### src/rtl/balance_pkg.sv
// Shared constants and saturation helpers for the balance controller.
package balance_pkg;

  localparam logic [11:0] STEER_MIN = 12'h200;
  localparam logic [11:0] STEER_MAX = 12'hE00;
  localparam logic [11:0] STEER_CTR = 12'h7FF;
  localparam int          PTCH_CLIP = 511;
  localparam int          INTEG_W   = 18;

  function automatic logic signed [31:0] clip(input logic signed [31:0] val,
                                              input logic signed [31:0] lo,
                                              input logic signed [31:0] hi);
    logic signed [31:0] res;
    res = val;
    if (val > hi) begin
      res = hi;
    end else if (val < lo) begin
      res = lo;
    end
    return res;
  endfunction

  // Clamp to the range of a signed number of the given width.
  function automatic logic signed [31:0] sat_signed(input logic signed [31:0] val,
                                                    input int width);
    logic signed [31:0] hi;
    hi = (32'sd1 <<< (width - 1)) - 32'sd1;
    return clip(val, -hi - 32'sd1, hi);
  endfunction

  function automatic logic signed [31:0] abs_val(input logic signed [31:0] val);
    return (val < 0) ? -val : val;
  endfunction

endpackage

### src/rtl/balance_pid_core.sv
// Stages 1-2 of the balance pipeline: sample capture, integrator and P/I/D terms,
// followed by the saturated PID sum.
module balance_pid_core
  import balance_pkg::*;
#(
  parameter int PTCH_W = 16,
  parameter int SPD_W  = 12,
  parameter int P_COEF = 9
) (
  input  logic              clk,
  input  logic              rst,
  input  logic              vld,
  input  logic [PTCH_W-1:0] ptch,
  input  logic [PTCH_W-1:0] ptch_rt,
  input  logic              pwr_up,
  input  logic              rider_off,
  output logic [SPD_W-1:0]  pid,
  output logic              pid_vld
);

  localparam int TERM_W = SPD_W + 4;

  logic                      s1_vld_q;
  logic signed [PTCH_W-1:0]  ptch_q, ptch_rt_q;
  logic signed [31:0]        ptch_sat;
  logic signed [INTEG_W-1:0] integ_q, integ_d;
  logic                      s2_vld_q;
  logic signed [TERM_W-1:0]  p_q, i_q, d_q;
  logic signed [TERM_W-1:0]  p_d, i_d, d_d;

  always_ff @(posedge clk) begin
    if (rst) begin
      s1_vld_q  <= 1'b0;
      ptch_q    <= '0;
      ptch_rt_q <= '0;
    end else begin
      s1_vld_q <= vld;
      if (vld) begin
        ptch_q    <= $signed(ptch);
        ptch_rt_q <= $signed(ptch_rt);
      end
    end
  end

  assign ptch_sat = clip(32'(ptch_q), -PTCH_CLIP, PTCH_CLIP);

  // Clear dominates accumulation and holds the integrator at zero.
  always_comb begin
    integ_d = integ_q;
    if (rider_off || !pwr_up) begin
      integ_d = '0;
    end else if (s1_vld_q) begin
      integ_d = INTEG_W'(sat_signed(32'(integ_q) + ptch_sat, INTEG_W));
    end
  end

  always_comb begin
    p_d = TERM_W'(ptch_sat * P_COEF);
    i_d = TERM_W'(32'(integ_d) >>> 6);
    d_d = TERM_W'(-(32'(ptch_rt_q) >>> 6));
  end

  always_ff @(posedge clk) begin
    if (rst) begin
      s2_vld_q <= 1'b0;
      integ_q  <= '0;
      p_q      <= '0;
      i_q      <= '0;
      d_q      <= '0;
    end else begin
      s2_vld_q <= s1_vld_q;
      integ_q  <= integ_d;
      if (s1_vld_q) begin
        p_q <= p_d;
        i_q <= i_d;
        d_q <= d_d;
      end
    end
  end

  assign pid     = SPD_W'(sat_signed(32'(p_q) + 32'(i_q) + 32'(d_q), SPD_W));
  assign pid_vld = s2_vld_q;

endmodule

### src/rtl/balance_cntrl_pipe.sv
// Balance controller top: soft-start ramp, PID scaling, steering mix and the
// registered speed outputs.
module balance_cntrl_pipe
  import balance_pkg::*;
#(
  parameter int PTCH_W       = 16,
  parameter int SPD_W        = 12,
  parameter int P_COEF       = 9,
  parameter int TOO_FAST_THR = 1536,
  parameter int FAST_SIM     = 1
) (
  input  logic              clk,
  input  logic              rst,
  input  logic              vld,
  input  logic [PTCH_W-1:0] ptch,
  input  logic [PTCH_W-1:0] ptch_rt,
  input  logic              pwr_up,
  input  logic              rider_off,
  input  logic [11:0]       steer_pot,
  input  logic              en_steer,
  output logic [SPD_W-1:0]  lft_spd,
  output logic [SPD_W-1:0]  rght_spd,
  output logic              too_fast,
  output logic              out_vld,
  output logic [7:0]        ss_tmr
);

  localparam logic [16:0] SS_STEP = (FAST_SIM != 0) ? 17'd256 : 17'd1;

  logic [15:0]             ss_cnt_q, ss_cnt_d;
  logic [16:0]             ss_sum;
  logic [SPD_W-1:0]        pid;
  logic                    pid_vld;
  logic signed [31:0]      pid_ss, steer, lft_sum, rght_sum;
  logic [11:0]             steer_clip;
  logic signed [SPD_W-1:0] lft_d, rght_d, lft_q, rght_q;
  logic                    too_fast_d, too_fast_q, out_vld_q;

  always_comb begin
    ss_sum   = {1'b0, ss_cnt_q} + SS_STEP;
    ss_cnt_d = ss_sum[16] ? 16'hFFFF : ss_sum[15:0];
    if (!pwr_up) begin
      ss_cnt_d = '0;
    end
  end

  assign ss_tmr = ss_cnt_q[15:8];

  balance_pid_core #(
    .PTCH_W (PTCH_W),
    .SPD_W  (SPD_W),
    .P_COEF (P_COEF)
  ) u_core (
    .clk       (clk),
    .rst       (rst),
    .vld       (vld),
    .ptch      (ptch),
    .ptch_rt   (ptch_rt),
    .pwr_up    (pwr_up),
    .rider_off (rider_off),
    .pid       (pid),
    .pid_vld   (pid_vld)
  );

  always_comb begin
    // Arithmetic shift floors toward -inf, so small negatives stay negative.
    pid_ss = (32'($signed(pid)) * $signed({24'd0, ss_tmr})) >>> 8;

    steer_clip = steer_pot;
    if (steer_pot < STEER_MIN) begin
      steer_clip = STEER_MIN;
    end else if (steer_pot > STEER_MAX) begin
      steer_clip = STEER_MAX;
    end
    steer = (($signed({20'd0, steer_clip}) - $signed({20'd0, STEER_CTR})) * 32'sd3) >>> 4;

    lft_sum  = pid_ss;
    rght_sum = pid_ss;
    if (en_steer) begin
      lft_sum  = pid_ss + steer;
      rght_sum = pid_ss - steer;
    end
    lft_d  = SPD_W'(sat_signed(lft_sum, SPD_W));
    rght_d = SPD_W'(sat_signed(rght_sum, SPD_W));
    if (!pwr_up) begin
      lft_d  = '0;
      rght_d = '0;
    end
    too_fast_d = (abs_val(32'(lft_d)) > TOO_FAST_THR) ||
                 (abs_val(32'(rght_d)) > TOO_FAST_THR);
  end

  always_ff @(posedge clk) begin
    if (rst) begin
      ss_cnt_q   <= '0;
      lft_q      <= '0;
      rght_q     <= '0;
      too_fast_q <= 1'b0;
      out_vld_q  <= 1'b0;
    end else begin
      ss_cnt_q  <= ss_cnt_d;
      out_vld_q <= pid_vld;
      if (pid_vld) begin
        lft_q      <= lft_d;
        rght_q     <= rght_d;
        too_fast_q <= too_fast_d;
      end
    end
  end

  assign lft_spd  = lft_q;
  assign rght_spd = rght_q;
  assign too_fast = too_fast_q;
  assign out_vld  = out_vld_q;

endmodule

### config.mk
export PLATFORM = sky130hd
export DESIGN_NAME = balance_cntrl_pipe
export DESIGN_NICKNAME = d
export VERILOG_FILES = /design/src/rtl/balance_pkg.sv /design/src/rtl/balance_pid_core.sv /design/src/rtl/balance_cntrl_pipe.sv
export SDC_FILE = /design/constraint.sdc
export NUM_CORES = 1
export LEC_CHECK = 0
export CAP_MARGIN = 10
export CORE_MARGIN = 1
export CORE_UTILIZATION = 55
export DETAILED_ROUTE_END_ITERATION = 6
export PLACE_DENSITY_LB_ADDON = 0.1
export SLEW_MARGIN = 20
export SYNTH_ARGS = -nofsm -noshare
export SYNTH_HDL_FRONTEND = slang
export SYNTH_HIERARCHICAL = 1
export SYNTH_SLANG_ARGS = --single-unit
### constraint.sdc
create_clock -name clk -period 19.3 [get_ports clk]
set_clock_uncertainty 0.1 [all_clocks]
set_input_delay 2.895 -clock clk [delete_from_list [all_inputs] [get_ports clk]]
set_output_delay 2.895 -clock clk [all_outputs]
set_load 0.01 [all_outputs]
==> results.md <==
| Metric | This run | Unit |
| --- | --- | --- |
| Status | finished, final reports clean | - |
| Critical-path maximum fanout | 12 | - |
| Core outline area | 27000 | sq um |
| Root Buffer | sky130_fd_sc_hd__clkbuf_16 | - |
| PwrDens | 72.7 | nW/um^2 |
| Die footprint | 28200 | sq um |
| Aggregate global-route resource usage | 28.6 | % |
| Cell count after placement | 2208 | - |
| Per-cell via count in the routed design | 5.99 | - |
| Count of standard-cell rows | 60 | - |
| Number of buffers inserted by post-CTS setup repair | 0 | - |
| Count of non-filler cells in the finished layout | 2240 | - |
| Tot Pwr | 1.21 | mW |
| Synth Area in XOR/XNOR | 5.84 | % |
| Worst skew pair latency | 0.43 | ns |
| Ports | 84 | - |
| DRC marker count from the first detailed-route iteration | 903 | - |
| Ranking of synthesized cells by instance count | sky130_fd_sc_hd__nor2_1, sky130_fd_sc_hd__inv_1, sky130_fd_sc_hd__ha_1 | - |
| Starting density of the core | 56.2 | % |
| DPL Wire Length | 30.4 | mm |
| CTS HTree Levels | 4 | - |
| Master of the slowest instance on the critical path | sky130_fd_sc_hd__a41oi_1 | - |
| Buffer levels on the longest clock path | 2 | - |
| Number of port buffers | 77 | - |
| Number of unique standard cell types used by synthesis | 105 | - |
| Die Height | 168 | microns |
| Sequential-to-total area share from yosys stat | 16.4 | % |
| Cell repeated most along the worst path | sky130_fd_sc_hd__fa_1 | - |
| Number of gates resized after cts | 0 | - |
| Die Span X | 168 | microns |
| Max_slew headroom | 32.1 | % |
| Worst-case setup margin in the final layout | 6.00 | ns |
| Worst Setup Start Kind | flip-flop | - |
| Leakage component of the power | 7.52 | nW |
| Register bit total from synthesis | 124 | - |
| Post-layout nets | 2183 | - |
| DRC | 0 | - |
| Highest achievable clock rate | 0.0752 | GHz |
| Area delta synth->final | 9.92 | % |
| Maximum number of pins on one net before global-route repair | 80 | - |
| Total inserted antenna cells | 0 | - |
| TritonCTS clock tree | done | - |
| Via count of the routed design | 13400 | - |
| Post-detailed-routing wire length | 39.3 | mm |
| Worst setup EP type | flip-flop | - |
| Worst IR drop on VDD | 0.0661 | mV |
| Count of cells along the worst register-to-register path | 41 | - |
| Worst slack at placement | 6.18 | ns |
| Antenna violations before repair | 0 | - |
| Total CTS buffers | 17 | - |
| Share of Yosys cell area claimed by the top area cell type | 16.4 | % |
| Hold Path Class | reg -> reg | - |
| Data required, critical path | 19.50 | ns |
| Reg clk slew, reported paths | 0.06 | ns |
| R2r endpoint | too_fast$_SDFFE_PP0P_ | - |
| Worst hold slack | 0.369 | ns |
| Largest family of logic cells by synthesized area | adder cells | - |
| Maximum cell stage delay along the critical path | 0.77 | ns |
| Global placer's final weighted congestion | 0.923 | - |
| Number of optimization iterations in the first detailed-route pass | 7 | - |
| Net count of the mapped netlist | 2155 | - |
| Most frequent cell after synthesis | sky130_fd_sc_hd__nor2_1 | - |
| Post-synthesis adder-cell area fraction | 25.3 | % |
| Synth Area in Compound Gates | 21.7 | % |
| Worst setup path startpoint | u_core/i_q[11]$_SDFFE_PP0P_ | - |
| Final total negative setup slack | 0 | ns |
| Setup CP Type | reg -> reg | - |
| Synthesized instance count | 1858 | - |
| Fraction of the mapped netlist area in simple logic gates | 20.0 | % |
| Data arrival at the endpoint of the critical path | 13.50 | ns |
| Synthesized area divided by synthesized cell count | 8.15 | sq um |
| Destination of the critical timing path | too_fast$_SDFFE_PP0P_ | - |
| Flip-flop cell with the highest count after synthesis | sky130_fd_sc_hd__dfxtp_1 | - |
| Number of antenna-violating nets in the routed design | 0 | - |
| Overflow after GRT | 0 | - |
| Share of synthesized registers carrying an async set or reset | 0 | % |
| Portion of netlist area occupied by mux cells | 4.52 | % |
| Setup repair after global routing missed its margin | false | - |
| Share of the clock period used by the worst path | 68.9 | % |
| Vias in the first global route | 13000 | - |
| Max capacitance violation total | 0 | - |
| Share of final-layout standard cells stronger than drive strength 1 | 5.90 | % |
| Post-synth EDFFs | 0 | - |
| Routed wire length per instance | 17.5 | microns |
| Hold Vio Cnt, Final | 0 | - |
| Worst reg2reg path startpoint | u_core/i_q[11]$_SDFFE_PP0P_ | - |
| Global-route wire length before repair | 65.6 | mm |
| Largest area contributor in the synthesized netlist | sky130_fd_sc_hd__dfxtp_1 | - |
| Clock net sink count | 124 | - |
| Time the worst path needs with I/O delays and setup | 13.30 | ns |
| Synth area leaders | sky130_fd_sc_hd__dfxtp_1, sky130_fd_sc_hd__fa_1, sky130_fd_sc_hd__ha_1 | - |
| Hold_buf cts | 0 | - |
| Worst slew pin tran | 1.01 | ns |
| Setup Viol. Count Final | 0 | - |
| Reg2Reg Setup Slack | 6.00 | ns |
| Total standard cell area after synthesis | 15100 | sq um |
| Fin. max-slew vios | 0 | - |
| Yosys warns | 6 | - |
## how the worst min path moves through the flow
stage	start	endpoint	slack, ns	cells past startpoint
finish	rght_spd[4]$_SDFFE_PP0P_	rght_spd[4]$_SDFFE_PP0P_	0.37	2
global placement	u_core/d_q[11]$_SDFFE_PP0P_	u_core/d_q[11]$_SDFFE_PP0P_	0.35	1
floorplan	u_core/d_q[10]$_SDFFE_PP0P_	u_core/d_q[10]$_SDFFE_PP0P_	0.35	1
detailed placement	lft_spd[4]$_SDFFE_PP0P_	lft_spd[4]$_SDFFE_PP0P_	0.36	2
global route	lft_spd[1]$_SDFFE_PP0P_	lft_spd[1]$_SDFFE_PP0P_	0.39	2
CTS	lft_spd[4]$_SDFFE_PP0P_	lft_spd[4]$_SDFFE_PP0P_	0.37	2
## report_power, final
group	switching, mW	internal (mW)	leakage [nW]
clock	0.133	0.196	0.281
combinational	0.372	0.225	6.22
sequential	0.0139	0.270	1.01
total	0.519	0.691	7.52
## registers in the layout (all words and copies together) (netlist names)
register,cells
u_core/d_q,16
u_core/ptch_rt_q,10
rght_spd,12
u_core/pid_vld,1
u_core/i_q,12
u_core/s1_vld_q,1
lft_spd,12
u_core/ptch_q,16
u_core/p_q,16
out_vld,1
u_core/integ_q,18
ss_cnt_q,8
too_fast,1
## placed cells by master, fill, tap and decap left out, types with 23 or more instances in the layout
master / count
sky130_fd_sc_hd__ha_1: 149
sky130_fd_sc_hd__nor2b_1: 23
sky130_fd_sc_hd__dfxtp_1: 123
sky130_fd_sc_hd__o21ai_0: 87
sky130_fd_sc_hd__nand3_1: 46
sky130_fd_sc_hd__o21a_1: 28
sky130_fd_sc_hd__a31oi_1: 26
sky130_fd_sc_hd__xor2_1: 40
sky130_fd_sc_hd__and2_1: 62
sky130_fd_sc_hd__a21oi_1: 115
sky130_fd_sc_hd__fa_1: 98
sky130_fd_sc_hd__nor2_1: 169
sky130_fd_sc_hd__nand2_1: 146
sky130_fd_sc_hd__clkdlybuf4s50_1: 74
sky130_fd_sc_hd__inv_1: 156
sky130_fd_sc_hd__mux2i_1: 58
sky130_fd_sc_hd__a21o_1: 28
sky130_fd_sc_hd__nor3_1: 38
sky130_fd_sc_hd__xnor2_1: 61
## metrics by stage
stage               utilization (%)  area (sq um)
floorplan                         -         15100
global placement               59.6         16100
detailed placement             59.6         16100
CTS                            61.8         16700
global route                   61.8         16700
finish                         61.8         16700
## worst max-delay path: cells and delay by family, from the launching register on
| kind | cells | cell delay (ns) |
|---|---|---|
| AOI/OAI and AO/OA | 17 | 4.49 |
| muxes | 1 | 0.10 |
| buffers and inverters | 3 | 0.23 |
| xor gates and xnor gates | 2 | 0.69 |
| DFF | 1 | 0.62 |
| and+or+nand+nor | 9 | 2.69 |
| adders and majority gates | 9 | 4.24 |
## metal layers
| metal | up-vias | wire, microns | share of wire (%) | track usage, % |
|---|---|---|---|---|
| met4 | 0 | 711 | 1.8 | 7.54 |
| li1 | 6593 | - | - | - |
| met3 | 49 | 2050 | 5.2 | 3.69 |
| met1 | 6405 | 18400 | 47 | 38.9 |
| met2 | 381 | 18100 | 46 | 47.9 |
| met5 | - | 0 | 0 | 0 |
## layout make-up
class                      instances  area [sq um]
inverter                         160           601
sequential                       124          2480
clock inverter                    14           156
tap                              341           427
fill                            2460         10300
clock buffer                      18           439
timing repair buffer              87           831
multi-input combinational       1496         11700
## kinds of logic after synthesis
kind of cell / count (synthesis)
simple gates: 610
flops: 124
xor+xnor: 101
buf+inv: 238
fa+ha+maj: 247
compound gates: 472
mux: 66
Power figures use the tool's default switching activity.
